`config.mk`:
```
export PLATFORM = sky130hd
export DESIGN_NAME = cp0_regfile_v2
export DESIGN_NICKNAME = d
export VERILOG_FILES = /design/src/rtl/cp0_regfile_v2.sv
export SDC_FILE = /design/constraint.sdc
export NUM_CORES = 1
export LEC_CHECK = 0
export CAP_MARGIN = 20
export CORE_MARGIN = 5
export CORE_UTILIZATION = 54
export DETAILED_ROUTE_END_ITERATION = 6
export HOLD_SLACK_MARGIN = 0.03
export PLACE_DENSITY_LB_ADDON = 0.05
export SYNTH_ARGS = -nofsm -noshare
export SYNTH_HDL_FRONTEND = slang
export SYNTH_SLANG_ARGS = --single-unit
```
`constraint.sdc`:
```
create_clock -name clk -period 14.9 [get_ports clk]
set_input_delay 2.98 -clock clk [delete_from_list [all_inputs] [get_ports clk]]
set_output_delay 2.98 -clock clk [all_outputs]
set_load 0.01 [all_outputs]
```
`src/rtl/cp0_regfile_v2.sv`:
```
// MIPS32 coprocessor-0 register file: BadVAddr, Count, Compare, Status, Cause, EPC, PRId, Config.
// Latency: MTC0/exception/ERET updates land on the next clk edge; data_o is a combinational read.
// Backpressure: none, every write and commit event is accepted in the cycle it is presented.
//
// Ports:
//   clk, rst            clock, asynchronous active-high reset
//   we_i/waddr_i/wdata_i MTC0 write port; raddr_i/data_o MFC0 read port
//   int_i               hardware interrupt levels, sampled into Cause.IP every cycle
//   excp_valid_i, excp_code_i, eret_i, pc_i, is_in_delayslot_i, badvaddr_i  commit-stage events
//   status_o, cause_o, epc_o, timer_int_o, int_req_o  state exported to the exception unit
module cp0_regfile_v2 #(
   parameter int          HW_INT_NUM   = 6,
   parameter int          TIMER_IP     = 7,
   parameter int          COUNT_DIV    = 2,
   parameter logic [31:0] PRID_VALUE   = 32'h0001_8000,
   parameter logic [31:0] CONFIG_VALUE = 32'h8000_0000
) (
   input  logic                  clk,
   input  logic                  rst,
   input  logic                  we_i,
   input  logic [4:0]            waddr_i,
   input  logic [31:0]           wdata_i,
   input  logic [4:0]            raddr_i,
   output logic [31:0]           data_o,
   input  logic [HW_INT_NUM-1:0] int_i,
   input  logic                  excp_valid_i,
   input  logic [4:0]            excp_code_i,
   input  logic                  eret_i,
   input  logic [31:0]           pc_i,
   input  logic                  is_in_delayslot_i,
   input  logic [31:0]           badvaddr_i,
   output logic [31:0]           status_o,
   output logic [31:0]           cause_o,
   output logic [31:0]           epc_o,
   output logic                  timer_int_o,
   output logic                  int_req_o
);

   localparam logic [4:0] REG_BADVADDR = 5'd8;
   localparam logic [4:0] REG_COUNT    = 5'd9;
   localparam logic [4:0] REG_COMPARE  = 5'd11;
   localparam logic [4:0] REG_STATUS   = 5'd12;
   localparam logic [4:0] REG_CAUSE    = 5'd13;
   localparam logic [4:0] REG_EPC      = 5'd14;
   localparam logic [4:0] REG_PRID     = 5'd15;
   localparam logic [4:0] REG_CONFIG   = 5'd16;

   localparam logic [31:0] STATUS_RESET = 32'h1040_0000;
   // Only IM[15:8], EXL[1] and IE[0] are software writable.
   localparam logic [31:0] STATUS_WMASK = 32'h0000_FF03;

   localparam int            PW         = (COUNT_DIV > 1) ? $clog2(COUNT_DIV) : 1;
   localparam logic [PW-1:0] PRESC_LAST = PW'(COUNT_DIV - 1);
   localparam logic [2:0]    TI_BIT     = 3'(TIMER_IP);

   logic [31:0]   count_q, compare_q, status_q, cause_q, epc_q, badvaddr_q;
   logic [PW-1:0] presc_q;
   logic          int_req_q;

   logic [31:0]   count_n, compare_n, status_n, cause_n, epc_n, badvaddr_n;
   logic [PW-1:0] presc_n;
   logic          int_req_n;

   logic          wr_count, wr_compare, wr_status, wr_cause, wr_epc, wr_badvaddr;
   logic          tick, ti_set;
   logic          bd_n, ti_n;
   logic [1:0]    sw_n;
   logic [4:0]    code_n;
   logic [5:0]    hw_n;
   logic [7:0]    ip_n;

   assign wr_count    = we_i && (waddr_i == REG_COUNT);
   assign wr_compare  = we_i && (waddr_i == REG_COMPARE);
   assign wr_status   = we_i && (waddr_i == REG_STATUS);
   assign wr_cause    = we_i && (waddr_i == REG_CAUSE);
   assign wr_epc      = we_i && (waddr_i == REG_EPC);
   assign wr_badvaddr = we_i && (waddr_i == REG_BADVADDR);

   assign tick = (presc_q == PRESC_LAST);

   always_comb begin
      count_n    = count_q;
      compare_n  = compare_q;
      status_n   = status_q;
      epc_n      = epc_q;
      badvaddr_n = badvaddr_q;
      presc_n    = presc_q;
      bd_n       = cause_q[31];
      ti_n       = cause_q[30];
      sw_n       = cause_q[9:8];
      code_n     = cause_q[6:2];
      hw_n       = '0;
      hw_n[HW_INT_NUM-1:0] = int_i;
      ti_set     = 1'b0;

      // Count: an MTC0 to Count overrides the prescaler-driven increment.
      if (wr_count) begin
         count_n = wdata_i;
         presc_n = '0;
      end else if (tick) begin
         count_n = count_q + 32'd1;
         presc_n = '0;
         ti_set  = (count_q + 32'd1 == compare_q);
      end else begin
         presc_n = presc_q + PW'(1);
      end

      // Compare write clears TI and beats a same-cycle match.
      if (wr_compare) begin
         compare_n = wdata_i;
         ti_n      = 1'b0;
      end else if (ti_set) begin
         ti_n = 1'b1;
      end

      // MTC0 first; commit events below overwrite the fields they own.
      if (wr_status)   status_n   = (status_q & ~STATUS_WMASK) | (wdata_i & STATUS_WMASK);
      if (wr_cause)    sw_n       = wdata_i[9:8];
      if (wr_epc)      epc_n      = wdata_i;
      if (wr_badvaddr) badvaddr_n = wdata_i;

      if (excp_valid_i) begin
         code_n = excp_code_i;
         // Nested exceptions keep the EPC/BD of the outermost one.
         if (!status_q[1]) begin
            epc_n = is_in_delayslot_i ? (pc_i - 32'd4) : pc_i;
            bd_n  = is_in_delayslot_i;
         end
         status_n[1] = 1'b1;
         // TLB refill/invalid/modified and address-error codes carry a faulting address.
         if (excp_code_i >= 5'd1 && excp_code_i <= 5'd5) badvaddr_n = badvaddr_i;
      end else if (eret_i) begin
         status_n[1] = 1'b0;
      end

      ip_n         = {hw_n, sw_n};
      ip_n[TI_BIT] = ip_n[TI_BIT] | ti_n;

      cause_n        = '0;
      cause_n[31]    = bd_n;
      cause_n[30]    = ti_n;
      cause_n[15:8]  = ip_n;
      cause_n[6:2]   = code_n;

      // Evaluated on the state being written this edge; suppressed right after an exception.
      int_req_n = !excp_valid_i && status_n[0] && !status_n[1] && (|(ip_n & status_n[15:8]));
   end

   always_ff @(posedge clk or posedge rst) begin
      if (rst) begin
         count_q    <= '0;
         compare_q  <= '0;
         status_q   <= STATUS_RESET;
         cause_q    <= '0;
         epc_q      <= '0;
         badvaddr_q <= '0;
         presc_q    <= '0;
         int_req_q  <= 1'b0;
      end else begin
         count_q    <= count_n;
         compare_q  <= compare_n;
         status_q   <= status_n;
         cause_q    <= cause_n;
         epc_q      <= epc_n;
         badvaddr_q <= badvaddr_n;
         presc_q    <= presc_n;
         int_req_q  <= int_req_n;
      end
   end

   always_comb begin
      data_o = '0;
      case (raddr_i)
         REG_BADVADDR: data_o = badvaddr_q;
         REG_COUNT:    data_o = count_q;
         REG_COMPARE:  data_o = compare_q;
         REG_STATUS:   data_o = status_q;
         REG_CAUSE:    data_o = cause_q;
         REG_EPC:      data_o = epc_q;
         REG_PRID:     data_o = PRID_VALUE;
         REG_CONFIG:   data_o = CONFIG_VALUE;
         default:      data_o = '0;
      endcase
   end

   assign status_o    = status_q;
   assign cause_o     = cause_q;
   assign epc_o       = epc_q;
   assign timer_int_o = cause_q[30];
   assign int_req_o   = int_req_q;

endmodule

```
# Word level (Yosys, flattened, before mapping)
# Index checks and enable logic that the tools add are counted.
# totals
register_bits	177
in_bits	123
output_inout_bits	130
elab_cells	70
# op_classes
addsub	3
n_lt_le_gt_ge	2
n_eq_ne	15
n_mux	20
bitwise_logic	4
reduce_logical	15
# ops
operator	n
32-bit 2-to-1 mux	9
32-bit case mux with 8 select lines	1
5-bit by 4-bit equality test with 1-bit output (second input constant)	13
32-bit by 1-bit adder with 32-bit output (second input constant)	1
32-bit equality test	1
32-bit by 16-bit bitwise OR with 32-bit output	1
32-bit by 3-bit subtractor with 32-bit output (second input constant)	1
16-bit 2-to-1 mux	1
1-bit logical AND	10
8-bit AND	1
1-bit 2-to-1 mux	8
8-bit OR reduction	1
5-bit equality test (second input constant)	1
5-bit by 1-bit >= comparator with 1-bit output (second input constant)	1
5-bit by 3-bit <= comparator with 1-bit output (second input constant)	1
1-bit zero test	2
2-bit 2-to-1 mux	1
2-bit AND reduction	1
2-bit nonzero test	1
1-bit adder (second input constant)	1
1-bit inverter	1
1-bit bitwise OR	1

# Logic depth before layout (Yosys ltp)
# depth
word_depth	10
mapped_depth	10
ltp_nobuf	10

# Worst setup path after synthesis
# Ideal clock, no wire load.
# synth_timing
path_kind	input to output
start	input port raddr_i[1]
end	output port data_o[0]
arrival_ns	4.218
required_time_ns	11.920
setup_slack_ns	7.702
cell_stages	5
path_buffers	2
path_cell_list	clkbuf_1 -> nor4_1 -> clkbuf_1 -> a22oi_1 -> nand3_1
# synth_between
elab_chain_len	2
elab_cells_between_ends	9
cone_classes	8 x eq/ne; 1 x mux
# synth_lines
item	line_no	text
start: declaration	23	input logic [4:0] raddr_i,
5-bit equality test / 5-bit by 4-bit equality test with 1-bit output (equally long branches)	173	case (raddr_i)
32-bit case mux with 8 select lines *	173	
end: declaration	24	output logic [31:0] data_o,
# Every way passes the cells marked *; elsewhere a longest branch is shown, timed or not.

# Final worst setup path
# layout_timing
start	input port raddr_i[3]
end	output port data_o[12]
# Same word-level chain as after synthesis.

==> flow_summary.yaml <==
place:
  place_worst_setup_slack_ps: 6200
  io_buffer_count: 213
  gp_congestion: 0.968
  dpl.hpwl_um: 26300
  dp.cells: 1432
  place_area_um2: 11900
drt:
  dr.pass1.iters: 7
  drt-total-wl_um: 35000
  via_per_inst: 6.16
  detail_route.iter0.violations: 935
  wl_per_cell_um: 23.8
  ant_nets: 0
  drc_errors: 3
  vias: 9026
global_route:
  first_global_vias: 8654
  met3_usage_pct: 9.47
  grt_start_max_net_pins: 82
  met1_usage_pct: 48.3
  grt_first_pass_wirelength_um: 53300
  antenna_found_initial: 2
  grt_util_all_layers_pct: 32.2
  grt_util_met2_pct: 46.4
  grt_busiest_layer: "met1"
  grt_overflow: 0
logic_synthesis:
  syn_inst: 1060
  netlist_area_um2: 9940
  ys_ff_latch: 155
  seq_area_frac_synth_pct: 39.0
  synthFlopType: "dfrtp_1"
  yosysUniqueCellTypes: 80
  synth_edf_count: 0
  synth.largest_area_cell: "dfrtp_1"
  ys_warn_count: 0
  synthTopCellsByCount: "dfrtp_1, nor2_1, a21oi_1"
  yosysMostFrequentCell: "dfrtp_1"
  synth_top_area_share_pct: 39.0
  synthArstFlopShare_pct: 100
  avgSynthCellArea_um2: 9.38
  synth_area_leaders: "dfrtp_1, mux2_2, mux2i_1"
setup_path:
  cp_cell_sequence: "clkdlybuf4s50_1 -> nor2b_1 -> nand2_1 -> nor3_2 -> buf_4 -> a22oi_1 -> nand3_1 -> clkdlybuf4s50_1"
  critPathArrivalTime_ps: 5780
  crit_type: "in2out"
  crit_required_ps: 11920
  critPathMaxFanout: 19
  cp_slowest_cell: "nor3_2"
  start_kind: "input pin"
  crit_top_cell: "clkdlybuf4s50_1"
  cp-end-kind: "output port"
  max_stage_delay_ps: 700
pwr:
  p_leak_nw: 5.13
  power_frac_seq_pct: 41.7
  internal_power_mw: 1.03
  switchingPower_mw: 0.610
  ir_worst_vdd_v: 0.000122
  pwr-share-comb_pct: 30.0
  power_frac_clock_pct: 28.4
  p_sw_share_pct: 37.3
  power_density_nw_per_um2: 131
  power_mw: 1.64
clock_network:
  insertion_delay_ps: 420
  cts_resized: 0
  path_clk_slew_ps: 70
  htree_levels: 4
  post_cts_buffers: 0
  numCtsBuffers: 17
  cts_buffer_depth: 2
  cts_tree: "built"
  cts_root_buf: "clkbuf_16"
  clock-sinks: 155
  hold_buffers: 0
sta:
  fmax_mhz: 114
  hold_viol: 0
  worst_pin_slew_ps: 1130
  finalMaxSlewViolations: 0
  relSlewSlack_pct: 24.0
  period_share_pct: 58.8
  fin_crit_ps: 8760
  setup_violations: 0
  skew_ps: 12.8
  fin_ws_ps: 6140
  grt_setup_unrepaired: "no"
  hold_ws_ps: 569
  fin_tns_setup_ps: 0
layout:
  utilization_pct: 69.6
  finalNonFillerCells: 1466
  num-nets-final: 1348
  stdcell_area_um2: 12500
  drive_above_1_share_pct: 11.2
  areaGrowthSynthToFinish_pct: 26.2
run:
  drv_cap: 0
floorplanning:
  die_w_um: 146
  core-area_um2: 18000
  io_pins: 253
  die_area_um2: 21200
  die_h_um: 146
  initial_utilization_pct: 55.2
  num_rows: 49
run_status:
  status: "complete, but fails checks"
  failed_checks: "DRC"
worst_hold_path:
  hold_path.class: "reg2reg"
-- kinds of logic after synthesis --
| group | after synthesis | synth area share [%] |
|---|---|---|
| AOI/OAI and AO/OA | 215 | 13.9 |
| DFF | 155 | 39.0 |
| muxes | 116 | 12.4 |
| and+or+nand+nor | 348 | 18.1 |
| adders and majority gates | 2 | 0.252 |
| xor gates and xnor gates | 98 | 8.63 |
| buffers and inverters | 124 | 7.61 |
| other | 2 | 0.0755 |
-- critical path, delay by kind of cell --
family | cells | cell delay, ps
and+or+nand+nor | 4 | 1210
AOI/OAI and AO/OA | 1 | 130
buffers and inverters | 3 | 1450
-- routing by layer --
| layer | share of wire [%] | routed length (µm) |
|---|---|---|
| met1 | 44 | 15400 |
| met2 | 43 | 15000 |
| met5 | 0.037 | 13 |
| met3 | 11 | 3960 |
| met4 | 1.6 | 562 |
-- final cells by class --
cell class	instances	area [µm²]
tap	229	287
sequential	155	3880
antenna	1	2.50
fill	1443	5480
clock inverter	14	186
clock buffer	18	439
timing repair buffer	225	2230
inverter	6	27.5
multi-input combinational	818	5490
-- path summary, 6_finish.rpt --
path,startpoint,end,slack (ps),depth (start not counted)
worst min-delay path,cause_o[5],cause_o[5],570,1
worst min register to register,cause_o[5],cause_o[5],570,1
worst max-delay path,raddr_i[3],data_o[12],6140,8
worst max register to register,count_q[0],int_req_o,11850,9
max in group asynchronous,rst,compare_q[30],10280,3
min in group asynchronous,rst,epc_o[27],3060,2
-- sequential cells by signal, summed over array words and instances (netlist names) --
name,flops
epc_o,32
status_o,10
presc_q,1
count_q,32
cause_o,15
badvaddr_q,32
int_req_o,1
compare_q,32
-- cell usage in the layout, fill, tap and decap left out, drive strengths merged, types with 5 or more instances in the layout --
master | synthesis | routed
mux2i | 60 | 60
mux2 | 56 | 56
nor3b | 7 | 7
a222oi | 8 | 8
o21ai | 16 | 16
nor2 | 122 | 122
conb | 2 | 39
nand2b | 7 | 7
inv | 6 | 10
or2 | 5 | 5
nor3 | 30 | 30
clkdlybuf4s50 | 0 | 213
nand4 | 26 | 26
dfrtp | 155 | 155
xor2 | 46 | 46
xnor2 | 52 | 52
a21oi | 98 | 98
nor4 | 12 | 12
a22oi | 60 | 60
nand3b | 7 | 7
nand2 | 78 | 78
clkbuf | 55 | 18
or3 | 8 | 8
buf | 63 | 12
nand3 | 22 | 22
-- power by group through the flow --
| stage | Combinational, mW | Sequential [mW] | Clock (mW) |
|---|---|---|---|
| 4_1_cts | 0.487 | 0.675 | 0.468 |
| 3_5_place_dp | 0.483 | 0.680 | 0 |
| 2_1_floorplan | 0.389 | 0.582 | 0 |
| 5_1_grt | 0.533 | 0.693 | 0.486 |
| 6_report | 0.491 | 0.683 | 0.464 |
| 3_3_place_gp | 0.477 | 0.682 | 0 |
Power figures use the tool's default switching activity.
